`src/rtl/alu_mc.sv`:
```
// Multi-cycle ALU: single-cycle logic/arithmetic ops plus a WIDTH-step
// shift-add multiplier, with registered result/flags and a done pulse.
module alu_mc #(
  parameter int WIDTH = 8
) (
  input  logic             clk,
  input  logic             rst_n,
  input  logic             start,
  input  logic [3:0]       alus,
  input  logic [WIDTH-1:0] x,
  input  logic [WIDTH-1:0] bus,
  output logic [WIDTH-1:0] dout,
  output logic             flag_z,
  output logic             flag_c,
  output logic             flag_n,
  output logic             flag_v,
  output logic             busy,
  output logic             done,
  output logic             err
);

  typedef enum logic [1:0] {IDLE, MUL, DONE} state_t;

  localparam int CNT_W = $clog2(WIDTH + 1);

  localparam logic [3:0] OP_ADD  = 4'b0000;
  localparam logic [3:0] OP_SUB  = 4'b0001;
  localparam logic [3:0] OP_AND  = 4'b0010;
  localparam logic [3:0] OP_OR   = 4'b0011;
  localparam logic [3:0] OP_XOR  = 4'b0100;
  localparam logic [3:0] OP_INC  = 4'b0101;
  localparam logic [3:0] OP_DEC  = 4'b0110;
  localparam logic [3:0] OP_NOT  = 4'b0111;
  localparam logic [3:0] OP_ZERO = 4'b1000;
  localparam logic [3:0] OP_SHL  = 4'b1001;
  localparam logic [3:0] OP_PASS = 4'b1010;
  localparam logic [3:0] OP_MUL  = 4'b1011;
  localparam logic [3:0] OP_SHR  = 4'b1100;
  localparam logic [3:0] OP_ROL  = 4'b1101;
  localparam logic [3:0] OP_SAR  = 4'b1110;
  localparam logic [3:0] OP_ILL  = 4'b1111;

  // Two's-complement overflow from operand/result sign bits.
  function automatic logic add_ovf(input logic a_s, input logic b_s, input logic r_s);
    return (a_s == b_s) && (r_s != a_s);
  endfunction

  function automatic logic sub_ovf(input logic a_s, input logic b_s, input logic r_s);
    return (a_s != b_s) && (r_s != a_s);
  endfunction

  state_t                 state_q, state_d;
  logic [WIDTH-1:0]       dout_q, dout_d;
  logic                   z_q, z_d, c_q, c_d, n_q, n_d, v_q, v_d;
  logic                   err_q, err_d;
  logic [2*WIDTH-1:0]     mcand_q, mcand_d;
  logic [WIDTH-1:0]       mplier_q, mplier_d;
  logic [2*WIDTH-1:0]     prod_q, prod_d;
  logic [CNT_W-1:0]       cnt_q, cnt_d;

  logic [WIDTH-1:0]       alu_res;
  logic                   alu_c, alu_v;
  logic signed [WIDTH-1:0] rhs;
  logic [WIDTH:0]         add_w, sub_w;
  logic [2*WIDTH-1:0]     prod_nxt;

  // Combinational single-cycle datapath
  always_comb begin
    alu_res = '0;
    alu_c   = 1'b0;
    alu_v   = 1'b0;
    rhs     = ((alus == OP_INC) || (alus == OP_DEC)) ? WIDTH'(1) : bus;
    add_w   = {1'b0, x} + {1'b0, rhs};
    sub_w   = {1'b0, x} - {1'b0, rhs};
    case (alus)
      OP_ADD, OP_INC: begin
        alu_res = add_w[WIDTH-1:0];
        alu_c   = add_w[WIDTH];
        alu_v   = add_ovf(x[WIDTH-1], rhs[WIDTH-1], add_w[WIDTH-1]);
      end
      OP_SUB, OP_DEC: begin
        alu_res = sub_w[WIDTH-1:0];
        alu_c   = sub_w[WIDTH];
        alu_v   = sub_ovf(x[WIDTH-1], rhs[WIDTH-1], sub_w[WIDTH-1]);
      end
      OP_AND:  alu_res = x & bus;
      OP_OR:   alu_res = x | bus;
      OP_XOR:  alu_res = x ^ bus;
      OP_NOT:  alu_res = ~x;
      OP_ZERO: alu_res = '0;
      OP_SHL: begin
        alu_res = {x[WIDTH-2:0], 1'b0};
        alu_c   = x[WIDTH-1];
      end
      OP_PASS: alu_res = bus;
      OP_SHR: begin
        alu_res = {1'b0, x[WIDTH-1:1]};
        alu_c   = x[0];
      end
      OP_ROL: begin
        alu_res = {x[WIDTH-2:0], x[WIDTH-1]};
        alu_c   = x[WIDTH-1];
      end
      OP_SAR: begin
        alu_res = {x[WIDTH-1], x[WIDTH-1:1]};
        alu_c   = x[0];
      end
      default: ;
    endcase
  end

  // Next-state and register-update logic
  always_comb begin
    state_d  = state_q;
    dout_d   = dout_q;
    z_d      = z_q;
    c_d      = c_q;
    n_d      = n_q;
    v_d      = v_q;
    err_d    = err_q;
    mcand_d  = mcand_q;
    mplier_d = mplier_q;
    prod_d   = prod_q;
    cnt_d    = cnt_q;
    prod_nxt = prod_q + (mplier_q[0] ? mcand_q : '0);

    case (state_q)
      IDLE: begin
        if (start) begin
          if (alus == OP_MUL) begin
            mcand_d  = {{WIDTH{1'b0}}, x};
            mplier_d = bus;
            prod_d   = '0;
            cnt_d    = '0;
            state_d  = MUL;
          end else if (alus == OP_ILL) begin
            err_d   = 1'b1;
            state_d = DONE;
          end else begin
            dout_d  = alu_res;
            z_d     = (alu_res == '0);
            c_d     = alu_c;
            n_d     = alu_res[WIDTH-1];
            v_d     = alu_v;
            err_d   = 1'b0;
            state_d = DONE;
          end
        end
      end
      MUL: begin
        prod_d   = prod_nxt;
        mcand_d  = {mcand_q[2*WIDTH-2:0], 1'b0};
        mplier_d = {1'b0, mplier_q[WIDTH-1:1]};
        cnt_d    = cnt_q + 1'b1;
        // Last step: publish the product computed this cycle.
        if (cnt_q == CNT_W'(WIDTH - 1)) begin
          dout_d  = prod_nxt[WIDTH-1:0];
          z_d     = (prod_nxt[WIDTH-1:0] == '0);
          c_d     = |prod_nxt[2*WIDTH-1:WIDTH];
          n_d     = prod_nxt[WIDTH-1];
          v_d     = 1'b0;
          err_d   = 1'b0;
          state_d = DONE;
        end
      end
      DONE:    state_d = IDLE;
      default: state_d = IDLE;
    endcase
  end

  always_ff @(posedge clk or negedge rst_n) begin
    if (!rst_n) begin
      state_q  <= IDLE;
      dout_q   <= '0;
      z_q      <= 1'b0;
      c_q      <= 1'b0;
      n_q      <= 1'b0;
      v_q      <= 1'b0;
      err_q    <= 1'b0;
      mcand_q  <= '0;
      mplier_q <= '0;
      prod_q   <= '0;
      cnt_q    <= '0;
    end else begin
      state_q  <= state_d;
      dout_q   <= dout_d;
      z_q      <= z_d;
      c_q      <= c_d;
      n_q      <= n_d;
      v_q      <= v_d;
      err_q    <= err_d;
      mcand_q  <= mcand_d;
      mplier_q <= mplier_d;
      prod_q   <= prod_d;
      cnt_q    <= cnt_d;
    end
  end

  assign dout   = dout_q;
  assign flag_z = z_q;
  assign flag_c = c_q;
  assign flag_n = n_q;
  assign flag_v = v_q;
  assign busy   = (state_q == MUL);
  assign done   = (state_q == DONE);
  assign err    = err_q;

endmodule

```
`config.mk`:
```
export PLATFORM = sky130hd
export DESIGN_NAME = alu_mc
export DESIGN_NICKNAME = d
export VERILOG_FILES = /design/src/rtl/alu_mc.sv
export SDC_FILE = /design/constraint.sdc
export NUM_CORES = 1
export LEC_CHECK = 0
export BUFFER_PORTS_ARGS = -buffer_cell sky130_fd_sc_hd__buf_4
export CAP_MARGIN = 10
export CORE_ASPECT_RATIO = 0.75
export CORE_MARGIN = 8
export CORE_UTILIZATION = 42
export DETAILED_ROUTE_END_ITERATION = 16
export GPL_TIMING_DRIVEN = 0
export RECOVER_POWER = 100
export REMOVE_ABC_BUFFERS = 1
export SLEW_MARGIN = 0
export SYNTH_ARGS = -nofsm -noshare
export SYNTH_HDL_FRONTEND = slang
export SYNTH_SLANG_ARGS = --single-unit
export TNS_END_PERCENT = 10
```
`constraint.sdc`:
```
create_clock -name clk -period 3.15 [get_ports clk]
set_input_delay 0.7875 -clock clk [delete_from_list [all_inputs] [get_ports clk]]
set_output_delay 0.7875 -clock clk [all_outputs]
set_load 0.1 [all_outputs]
```
Word-level counts from Yosys, hierarchy flattened
Index checks and enable logic that the tools add are counted.
{"block": "totals", "mem_count": 0, "inputBits": 23, "ramBits": 0, "reg_bits": 59, "wordCells": 112, "rom_bits": 0, "output_inout_bits": 15, "latchBits": 0}
{"block": "op_classes", "n_eq_ne": 26, "muxes": 50, "bitwise_logic": 4, "n_div": 0, "n_reduce_logical": 17, "n_addsub": 4, "mul": 0, "shift": 0, "n_lt_le_gt_ge": 0}
{"operator": "8-bit one-hot mux with 11 select lines", "count": 1}
{"operator": "16-bit 2-to-1 mux", "count": 5}
{"operator": "16-bit one-hot mux with 2 select lines", "count": 2}
{"operator": "8-bit 2-to-1 mux", "count": 7}
{"operator": "8-bit one-hot mux with 2 select lines", "count": 2}
{"operator": "4-bit equality test, second input constant", "count": 7}
{"operator": "4-bit by 3-bit equality test with 1-bit output, second input constant", "count": 5}
{"operator": "1-bit 2-to-1 mux", "count": 19}
{"operator": "16-bit adder", "count": 1}
{"operator": "8-bit zero test", "count": 2}
{"operator": "1-bit one-hot mux with 2 select lines", "count": 6}
{"operator": "8-bit by 8-bit adder with 9-bit output", "count": 1}
{"operator": "8-bit by 8-bit subtractor with 9-bit output", "count": 1}
{"operator": "8-bit bitwise AND", "count": 1}
{"operator": "4-bit by 2-bit equality test with 1-bit output, second input constant", "count": 2}
{"operator": "4-bit 2-to-1 mux", "count": 2}
{"operator": "2-bit inequality test, second input constant", "count": 4}
{"operator": "8-bit NOT", "count": 1}
{"operator": "8-bit OR", "count": 1}
{"operator": "4-bit one-hot mux with 2 select lines", "count": 1}
{"operator": "2-bit OR reduction", "count": 4}
{"operator": "8-bit OR reduction", "count": 1}
{"operator": "8-bit bitwise XOR", "count": 1}
{"operator": "2-bit 2-to-1 mux", "count": 3}
{"operator": "18 further kinds", "count": 21}

Longest topological paths before layout
Gate-level depths: netlist of the first run.
{"block": "logic_depth", "ltp_word": 11, "mapped_depth": 15, "mapped_depth_nobuf": 13}

Worst setup path after synthesis of the first run
OpenSTA, ideal clock, no wires.
{"block": "synth_path", "path_kind": "input -> register", "startpoint": "input alus[1]", "endpoint": "register dout_q[6], in the netlist dout[6]", "setup_ps": 126, "t_required_ps": 3024, "stages": 14, "path_slack_ps": -478, "arrival_ps": 3502, "n_path_buf": 2, "path_cell_list": "buf_2 > clkbuf_1 > xor2_1 > nand2_1 > nand2_1 > ha_1 > fa_1 > nor3b_1 > nor3_2 > o31ai_1 > a221o_1 > a21oi_1 > o21ai_1 > mux2_2"}
{"block": "synth_between", "elab_chain_len": 9, "word_cells_on_any_way": 29, "classes_between": "2 x add/sub; 16 x eq/ne; 6 x mux; 5 x reduce/logical"}
{"item": "from (decl)", "line_no": "9", "text": "input logic [3:0] alus,"}
{"item": "4-bit by 3-bit equality test with 1-bit output", "line_no": "72, 75"}
{"item": "1-bit logical OR", "line_no": "72", "text": "rhs = ((alus == OP_INC) || (alus == OP_DEC)) ? WIDTH'(1) : bus;"}
{"item": "8-bit 2-to-1 mux", "line_no": "72"}
{"item": "8-bit by 8-bit subtractor with 9-bit output or 8-bit by 8-bit adder with 9-bit output (tied branches)", "line_no": "74, 73"}
{"item": "8-bit one-hot mux with 11 select lines", "line_no": "75", "text": "case (alus)"}
{"item": "8-bit 2-to-1 mux", "line_no": "136", "text": "end else if (alus == OP_ILL) begin"}
{"item": "8-bit 2-to-1 mux", "line_no": "130", "text": "if (alus == OP_MUL) begin"}
{"item": "8-bit 2-to-1 mux", "line_no": "129", "text": "if (start) begin"}
{"item": "8-bit one-hot mux with 2 select lines", "line_no": "127", "text": "case (state_q)"}
{"item": "to (signal assigned)", "line_no": "186", "text": "dout_q <= dout_d;"}
{"item": "to (decl)", "line_no": "53", "text": "logic [WIDTH-1:0] dout_q, dout_d;"}
Parallel ways exist; a longest one is shown, timed or not. The select of a mux whose other input is x is not followed.
A chain may end at the register's enable or synchronous reset.

Worst setup path after layout of the first run
{"block": "layout_path", "startpoint": "input alus[1]", "endpoint": "register dout_q[4], in the netlist dout[4]"}
Same word-level chain as after synthesis.

==> flow_metrics.py, run 1 <==
metrics = {
    "clocking": {
        "clock-sinks": 58,
        "cts_tree": "done",
        "cts-root-buf": "clkbuf_16",
        "cts_buffers": 9,
        "htree_levels": 3,
        "clkTransAtPathRegs_ns": 0.05,
        "clk_latency_ns": 0.33,
        "clock_path_buffers": 2,
    },
    "sta": {
        "fmax_ghz": 0.3147,
        "final_max_slew_viol_count": 59,
        "fin_hold_ws_ns": 0.4745,
        "tightest_slew_ns": 1.514,
        "finalCriticalPeriod_ns": 3.178,
        "setup_viol": 2,
        "hold_viol": 0,
        "skew_ns": 0.007615,
        "rsz0062_at_grt": "yes",
        "setup_ws_ns": -0.02770,
        "post-route-period-util": 1.009,
        "slew_headroom": -0.009332,
    },
    "routing": {
        "drt_iter0_drc": 547,
        "drc": 0,
        "routedWlPerCell_um": 19.45,
        "ant_nets": 0,
        "routed_wl_mm": 15.80,
        "num_vias": 4829,
        "dr.pass1.iters": 5,
        "post_drt_via_cell_ratio": 5.947,
    },
    "power": {
        "fin_total_pwr_w": 0.004296,
        "p_leak_nw": 2.797,
        "peakVddDrop_uv": 336.6,
        "pwr_density_cell_nw_per_um2": 732.7,
    },
    "floorplan": {
        "fp.dieH_um": 111.5,
        "initial_core_util": 0.4222,
        "coreArea_sq_um": 12090,
        "die_w_um": 143.3,
        "row_count": 35,
        "die_area_sq_um": 15970,
        "ios": 38,
    },
    "synthesis": {
        "synth_top_cell_by_area": "dfrtp_1",
        "async_flop_share": 1.000,
        "syn_area_sq_um": 5102,
        "ys_warn_count": 0,
        "synth_top_area_share": 0.2845,
        "ys_ff_latch": 58,
        "synth.avg_cell_area_sq_um": 8.230,
        "synth_seq_area_share": 0.2845,
        "syn_inst": 620,
        "ys_types": 75,
        "synthFlopType": "dfrtp_1",
        "synth_area_leaders": "dfrtp_1 28%, ha_1 12%, nand2_1 6.4%",
        "synth_edf_count": 0,
    },
    "placement": {
        "numPortBuffers": 37,
        "post-place-ws_ns": -1.352,
        "place_area_sq_um": 5428,
        "hpwlAfterDp_mm": 11.42,
        "placedCellCount": 788,
        "gp_congestion": 0.9362,
    },
    "worst_setup_path": {
        "cp_max_fo": 20,
        "startpoint_type": "input pin",
        "end_kind": "register",
        "crit_arrival_ns": 3.37,
        "cp.required_ns": 3.34,
        "critical_path_class": "in2reg",
    },
    "hold_path": {
        "hold_class": "reg2reg",
    },
    "status": {
        "status": "finished with violations",
        "violations": "capacitance limit, slew limit, setup timing",
    },
    "finish": {
        "drive_gt1_frac": 0.1347,
        "final_area_sq_um": 5863,
        "fill_cells": 1201,
        "nets": 717,
        "antenna_cells": 0,
        "fin_cells": 812,
        "area_growth_pct": 14.91,
    },
    "global_routing": {
        "grt_overflow": 0,
        "grt_pass1_vias": 4506,
        "grt_first_pass_wirelength_mm": 24.90,
        "antenna_found_initial": 0,
        "grt_max_degree": 59,
        "track_usage": 0.1957,
    },
    "run": {
        "drv_cap": 1,
    },
}
-- synth_stat cells (all sizes together), types with 8 or more instances --
library cell / count
xor2: 13
dfrtp: 58
mux2i: 11
o21a: 10
nor2: 32
a21o: 9
ha: 49
nand2: 87
nand3: 32
buf: 14
and2: 16
clkbuf: 21
a221oi: 8
a21oi: 33
nor3: 16
o21ai: 33
a22oi: 15
inv: 41
-- kinds of logic (layout without fill, tap and decap cells) --
| group | count (synthesis) | after routing | synth area share |
|---|---|---|---|
| xor+xnor | 17 | 17 | 0.02918 |
| fa+ha+maj | 52 | 52 | 0.1319 |
| buf+inv | 76 | 102 | 0.06204 |
| compound gates | 175 | 175 | 0.2457 |
| flops | 58 | 58 | 0.2845 |
| mux | 15 | 15 | 0.03041 |
| simple gates | 227 | 227 | 0.2163 |
-- timing repair --
item                                    CTS  global route
resized for setup                        25            13
gates cloned                              1             0
buffers inserted                          7             1
pin swaps                                 9             8
endpoints found under the setup margin   27            10
hold buffers                              0             0
-- power by group --
group | internal, W | switching [W] | total [W]
clock | 0.000566 | 0.000337 | 0.000903
sequential | 0.00104 | 0.000228 | 0.00127
combinational | 0.000728 | 0.00139 | 0.00212
total | 0.00234 | 0.00196 | 0.00430
-- final timing paths --
| check | from | end | slack [ns] | depth (start not counted) |
|---|---|---|---|---|
| setup / recovery | alus[1] | dout[4] | -0.03 | 15 |
| hold / removal | flag_v | flag_v | 0.47 | 2 |
| setup reg to reg | mplier_q[0] | flag_c | 0.02 | 10 |
| hold reg to reg | flag_v | flag_v | 0.47 | 2 |
| max in group asynchronous | rst_n | state_q[0] | 1.31 | 1 |
| min in group asynchronous | rst_n | prod_q[5] | 0.83 | 1 |
-- critical path, stage by stage --
cell,delay (ns)
buf_8,0.14
xor2_1,0.17
nand2_2,0.15
nand2_4,0.08
ha_4,0.17
fa_2,0.38
nor3b_2,0.18
nor3_2,0.29
buf_4,0.18
o221a_1,0.17
o211ai_1,0.16
buf_4,0.18
buf_4,0.12
mux2i_1,0.14
o21ai_1,0.07
-- per-layer routing --
metal,global-route usage,up-vias,part of all wire
li1,-,2290,-
met5,0,-,0
met3,0.04275,15,0.078
met2,0.2744,177,0.43
met4,0.04472,0,0.011
met1,0.2950,2347,0.49
-- metrics by stage --
stage / util / setup TNS (ns)
after detailed placement: 0.4491 / -15.42
after global routing: 0.4851 / -0.4049
after floorplan: - / -1.701
after global placement: 0.4489 / -31.41
after CTS: 0.4855 / -0.008265
final: 0.4851 / -0.05254
-- cell usage in the layout, fill, tap and decap left out, drive strengths merged, types with 3 or more instances in the layout --
master	n
a221o	3
a211oi	3
a31o	4
a22oi	15
nand3	32
buf	30
mux2i	11
o21ai	33
o22ai	3
nand4	5
clkinv	3
and3	6
inv	40
mux2	4
a21o	9
ha	49
o32ai	4
o221ai	4
and2	16
clkbuf	27
a221oi	8
nor2	32
or2	3
nand2b	7
nor2b	7
xor2	13
a22o	5
nor3	16
xnor2	4
nand2	87
nor4	5
fa	3
o31ai	7
o21a	10
dfrtp	58
a21oi	33
a31oi	4
-- area by class of cell --
type / count / area, sq um / area share
inverters: 41 / 157.7 / 0.02689
repair buffers: 45 / 309.0 / 0.05271
clock inverters: 3 / 15.01 / 0.002561
repair inverters: 1 / 5.005 / 0.0008536
multi-input cells: 486 / 3460 / 0.5901
flip-flops and latches: 58 / 1453 / 0.2478
clock buffers: 12 / 256.5 / 0.04375
well taps: 166 / 207.7 / 0.03542
-- registers in the layout, indices dropped and copies added, names as in the netlist --
register and cells:
flag_c 1, prod_q 16, cnt_q 4, flag_z 1, dout 8, state_q 2
mplier_q 8, err 1, mcand_q 16, flag_v 1
Power figures use the tool's default switching activity.
==> inputs of run 2 (changes only) <==
--- a/config.mk
+++ b/config.mk
@@ -12,6 +12,7 @@
 export CORE_UTILIZATION = 42
 export DETAILED_ROUTE_END_ITERATION = 16
 export GPL_TIMING_DRIVEN = 0
+export HOLD_SLACK_MARGIN = 0.1
 export RECOVER_POWER = 100
 export REMOVE_ABC_BUFFERS = 1
 export SLEW_MARGIN = 0
==> constraint.sdc (replaced) <==
create_clock -name clk -period 3.15 [get_ports clk]
set_input_delay 0.7875 -clock clk [delete_from_list [all_inputs] [get_ports clk]]
set_output_delay 0.7875 -clock clk [all_outputs]
set_load 0.01 [all_outputs]
==> run 2 against run 1 <==
- final area grew 2.4%
- maximum frequency grew 1.5%
- combinational power shrank 14%
- clock power is essentially flat
- highest routed layer unchanged
- total power shrank 7.0%
- core utilization grew 1.2 points
- the run ends with capacitance limit, slew limit left
- die area is the same
- critical path type unchanged
==> flow_metrics.py, run 2 (synthesis results as in run 1) <==
metrics = {
    "status": {
        "status": "finished with violations",
        "violations": "capacitance limit, slew limit",
    },
    "sta": {
        "fin_hold_ws_ns": 0.4757,
        "post-route-period-util": 0.9940,
        "final_max_slew_viol_count": 58,
        "slew_headroom": -0.001787,
        "skew_ns": 0.007344,
        "hold_viol": 0,
        "tightest_slew_ns": 1.503,
        "finalCriticalPeriod_ns": 3.131,
        "setup_ws_ns": 0.01877,
        "setup_viol": 0,
        "fmax_ghz": 0.3194,
    },
    "worst_setup_path": {
        "end_kind": "register",
        "startpoint_type": "input pin",
        "cp.required_ns": 3.36,
        "critical_path_class": "in2reg",
        "crit_arrival_ns": 3.34,
        "cp_max_fo": 19,
    },
    "floorplan": {
        "coreArea_sq_um": 12090,
        "fp.dieH_um": 111.5,
        "initial_core_util": 0.4222,
        "ios": 38,
        "die_w_um": 143.3,
        "die_area_sq_um": 15970,
        "row_count": 35,
    },
    "power": {
        "pwr_density_cell_nw_per_um2": 665.2,
        "peakVddDrop_uv": 324.6,
        "p_leak_nw": 2.866,
        "fin_total_pwr_w": 0.003995,
    },
    "clocking": {
        "htree_levels": 3,
        "clock_path_buffers": 2,
        "cts_buffers": 9,
        "clock-sinks": 58,
        "clkTransAtPathRegs_ns": 0.05,
        "cts_tree": "done",
        "cts_hold_buf": 0,
        "cts-root-buf": "clkbuf_16",
        "clk_latency_ns": 0.33,
    },
    "placement": {
        "hpwlAfterDp_mm": 11.42,
        "post-place-ws_ns": -1.352,
        "numPortBuffers": 37,
        "gp_congestion": 0.9362,
        "placedCellCount": 788,
    },
    "global_routing": {
        "grt_pass1_vias": 4495,
        "antenna_found_initial": 0,
        "grt_overflow": 0,
        "grt_use_met3": 0.04233,
        "track_usage": 0.1951,
        "grt_first_pass_wirelength_mm": 24.81,
        "grt_max_degree": 59,
        "grt.busiest_layer": "met1",
        "grt_util_met2": 0.2738,
        "met1_usage": 0.2939,
    },
    "routing": {
        "num_vias": 4921,
        "routedWlPerCell_um": 19.68,
        "ant_nets": 0,
        "routed_wl_mm": 16.10,
        "dr.pass1.iters": 5,
        "drt_iter0_drc": 531,
        "drc": 0,
        "post_drt_via_cell_ratio": 6.016,
    },
    "finish": {
        "fill_cells": 1183,
        "drive_gt1_frac": 0.1457,
        "top_regs": "mcand_q: 16 flops, prod_q: 16 flops",
        "antenna_cells": 0,
        "multi_input_area_sq_um": 3488,
        "ff_latch_area_sq_um": 1454,
        "mostFrequentLayoutCells": "84 x nand2_1, 56 x dfrtp_1, 45 x ha_1",
        "mostFrequentLayoutCell": "nand2_1",
        "fin_cells": 818,
        "nets": 723,
        "area_growth_pct": 17.70,
    },
    "run": {
        "drv_cap": 1,
    },
    "hold_path": {
        "hold_class": "reg2reg",
    },
}
## run 2: per-layer routing
metal | share of wire | wire [um]
met5 | 0 | 0
met4 | 0.012 | 199
met1 | 0.49 | 7819
met3 | 0.083 | 1334
met2 | 0.42 | 6746
## run 2: critical path, cell delays in order
cell      delay, ns
buf_8          0.15
nor2b_4        0.18
nand2_2        0.11
buf_4          0.17
nand2_1        0.13
ha_4           0.26
nor3b_4        0.25
nor3_4         0.09
o31ai_2        0.31
buf_4          0.17
o221ai_1       0.12
a21oi_2        0.24
o21ai_1        0.08
mux2_4         0.28
## run 2: what timing repair did
item | in CTS | in global routing
cloned | 1 | 2
endpoints found under the setup margin | 27 | 10
pin swaps | 4 | 12
buffers inserted | 5 | 7
resized for setup | 17 | 32
## run 2: cell type report
| cell class | instances | area share |
|---|---|---|
| multi-input combinational | 486 | 0.5808 |
| sequential | 58 | 0.2421 |
| timing repair buffer | 51 | 0.07021 |
| clock buffer | 12 | 0.04271 |
| tap | 166 | 0.03458 |
| inverter | 41 | 0.02625 |
| clock inverter | 3 | 0.002500 |
| timing repair inverter | 1 | 0.0008333 |
## run 2: final timing paths
| check | startpoint | slack, ns | end | depth (start not counted) |
|---|---|---|---|---|
| setup / recovery | alus[2] | 0.02 | dout[6] | 14 |
| max in group asynchronous | rst_n | 1.32 | mplier_q[0] | 1 |
| setup reg to reg | mplier_q[0] | 0.07 | flag_c | 10 |
| hold / removal | flag_v | 0.48 | flag_v | 2 |
| min in group asynchronous | rst_n | 0.82 | prod_q[5] | 1 |
| hold reg to reg | flag_v | 0.48 | flag_v | 2 |
## run 2: power by group
part | internal [W] | total, W | switching [W]
clock network | 0.000566 | 0.000903 | 0.000338
registers | 0.00104 | 0.00127 | 0.000228
logic | 0.000753 | 0.00182 | 0.00107
total | 0.00236 | 0.00400 | 0.00163
## run 2: per-stage QoR
step / cell area [sq um] / setup TNS [ns] / utilization
floorplan: 4940 / -0.3383 / -
global route: 6006 / -0.05505 / 0.4969
global placement: 5425 / -31.24 / 0.4489
detailed placement: 5428 / -15.23 / 0.4491
CTS: 5804 / -0.02593 / 0.4802
finish: 6006 / 0 / 0.4969
==> inputs of run 3 (changes only) <==
--- a/config.mk
+++ b/config.mk
@@ -7,7 +7,7 @@
 export LEC_CHECK = 0
 export BUFFER_PORTS_ARGS = -buffer_cell sky130_fd_sc_hd__buf_4
 export CAP_MARGIN = 10
-export CORE_ASPECT_RATIO = 0.75
+export CORE_ASPECT_RATIO = 1.2
 export CORE_MARGIN = 8
 export CORE_UTILIZATION = 42
 export DETAILED_ROUTE_END_ITERATION = 16
==> run 3 against run 2 <==
- the run now ends clean
- clock-buffer cell count stayed put
- sequential power hardly changed
- clock power is 2% lower
- clock skew is 0.0034 ns lower
- hold slack better by 0.0038 ns
- global-route usage is 0.47 points higher
- combinational power is 4% lower
- critical path depth is 1 higher
- wire length is 5.9% lower
- register-to-register slack better by 0.02 ns
- highest routed layer unchanged
==> flow_metrics.py, run 3 (synthesis results as in run 1) <==
metrics = {
    "status": {
        "status": "completed",
    },
    "finish": {
        "nets": 716,
        "top_regs": "mcand_q: 16 flops, prod_q: 16 flops",
        "antenna_cells": 0,
        "mostFrequentLayoutCells": "83 x nand2_1, 56 x dfrtp_1, 45 x ha_1",
        "area_growth_pct": 15.42,
        "final_area_sq_um": 5889,
        "drive_gt1_frac": 0.1340,
        "mostFrequentLayoutCell": "nand2_1",
        "ff_latch_area_sq_um": 1454,
        "fill_cells": 1239,
        "multi_input_area_sq_um": 3473,
        "finish.utilization": 0.4907,
    },
    "global_routing": {
        "grt_pass1_vias": 4830,
        "grt_max_degree": 59,
        "track_usage": 0.1997,
        "grt_overflow": 0,
        "antenna_found_initial": 0,
        "grt_first_pass_wirelength_mm": 24.76,
    },
    "worst_setup_path": {
        "startpoint_type": "input pin",
        "end_kind": "register",
        "crit_arrival_ns": 3.28,
        "crit_path_cell_trace": "buf_16, xor2_4, nand2_4, buf_4, nand2_4, inv_2, fa_2, nor3b_4, nor3_2, buf_4, o31ai_2, a221o_1, a21oi_2, o21ai_1, mux2_2",
        "critical_path_class": "in2reg",
        "cp.required_ns": 3.36,
        "cpLargestDelayFamily": "compound AO/OA/AOI/OAI gates",
        "cp_max_fo": 26,
        "max_stage_delay_ns": 0.35,
        "cp_num_buf_inv": 4,
        "slowest_stage": "fa_2",
    },
    "clocking": {
        "cts-root-buf": "clkbuf_16",
        "htree_levels": 3,
        "cts_hold_buf": 0,
        "cts_tree": "done",
        "clk_latency_ns": 0.33,
        "clock_path_buffers": 2,
        "cts_buffers": 9,
        "clock-sinks": 58,
        "clkTransAtPathRegs_ns": 0.05,
    },
    "placement": {
        "numPortBuffers": 37,
        "post-place-ws_ns": -1.308,
        "place_area_sq_um": 5421,
        "gp_congestion": 0.9599,
        "hpwlAfterDp_mm": 10.99,
    },
    "sta": {
        "slew_headroom": 0.02027,
        "skew_ns": 0.003976,
        "final_max_slew_viol_count": 0,
        "post-route-period-util": 0.9761,
        "finalCriticalPeriod_ns": 3.075,
        "setup_tns_ns": 0,
        "hold_viol": 0,
        "setup_ws_ns": 0.07514,
        "fin_hold_ws_ns": 0.4795,
        "setup_viol": 0,
        "tightest_slew_ns": 1.470,
        "fmax_ghz": 0.3252,
        "rsz0062_at_grt": "yes",
    },
    "routing": {
        "ant_nets": 0,
        "post_drt_via_cell_ratio": 5.970,
        "drc": 0,
        "num_vias": 4794,
        "routedWlPerCell_um": 18.86,
        "drt_iter0_drc": 270,
        "dr.pass1.iters": 5,
        "routed_wl_mm": 15.14,
    },
    "hold_path": {
        "hold_class": "reg2reg",
    },
    "floorplan": {
        "die_area_sq_um": 15950,
        "coreArea_sq_um": 12000,
        "initial_core_util": 0.4251,
        "ios": 38,
        "fp.dieH_um": 136.7,
        "row_count": 44,
        "die_w_um": 116.6,
    },
    "power": {
        "p_leak_nw": 2.800,
        "peakVddDrop_uv": 343.9,
        "pwr_density_cell_nw_per_um2": 665.7,
    },
    "run": {
        "drv_cap": 0,
    },
}
## run 3: cell count changes in the layout (fill, tap and decap cells not counted), moves of 3 or more
cell      previous run  this run
clkinv_2             3         0
buf_4               29        24
o21ai_1              5         2
o21ai_0             28        31
## run 3: report_power, final
part | leakage [nW] | switching, W | internal [W] | total (W)
clock | 0.132 | 0.000312 | 0.000577 | 0.000889
combinational | 1.92 | 0.00102 | 0.000731 | 0.00175
sequential | 0.746 | 0.000235 | 0.00104 | 0.00128
## run 3: per-layer routing
metal | wire length, um | up-vias | global-route usage
met4 | 610 | 0 | 0.1026
met3 | 619 | 39 | 0.02561
met5 | 0 | - | 0
li1 | - | 2287 | -
met1 | 6293 | 2319 | 0.2351
met2 | 7621 | 149 | 0.3471
## run 3: cell type report
type / count / share of cell area
Clock buffer: 12 / 0.04525
Inverter: 41 / 0.02677
Multi-Input combinational cell: 486 / 0.5898
Sequential cell: 58 / 0.2469
Tap cell: 161 / 0.03420
Timing Repair Buffer: 44 / 0.05630
Timing Repair inverter: 1 / 0.0008498
## run 3: through the flow
stage               std cells  power, W
global placement          783  0.002968
global route              803  0.004230
floorplan                 585  0.002472
finish                    803  0.003920
CTS                       801  0.003960
detailed placement        783  0.003016
## run 3: final timing paths
kind / endpoint / slack [ns] / cells after the start / from
max in group asynchronous: mplier_q[0] / 1.36 / 1 / rst_n
worst max register to register: flag_c / 0.09 / 10 / mplier_q[0]
min in group asynchronous: mcand_q[15] / 0.81 / 1 / rst_n
worst min-delay path: mplier_q[6] / 0.48 / 2 / mplier_q[6]
worst max-delay path: dout[6] / 0.08 / 15 / alus[0]
worst min register to register: mplier_q[6] / 0.48 / 2 / mplier_q[6]
## run 3: worst reg2reg max path, delay by kind of cell, from the launching register on
| kind | cells | cell delay [ns] |
|---|---|---|
| xor gates and xnor gates | 1 | 0.26 |
| AOI/OAI and AO/OA | 5 | 1.07 |
| and+or+nand+nor | 2 | 0.41 |
| adders and majority gates | 2 | 0.66 |
| DFF | 1 | 0.51 |
## run 3: repair_timing
item | 4_1_cts | 5_1_grt
gates cloned | 1 | 0
setup endpoints to repair | 28 | 23
setup buffers | 5 | 1
pin swaps | 5 | 8
resized for setup | 28 | 16
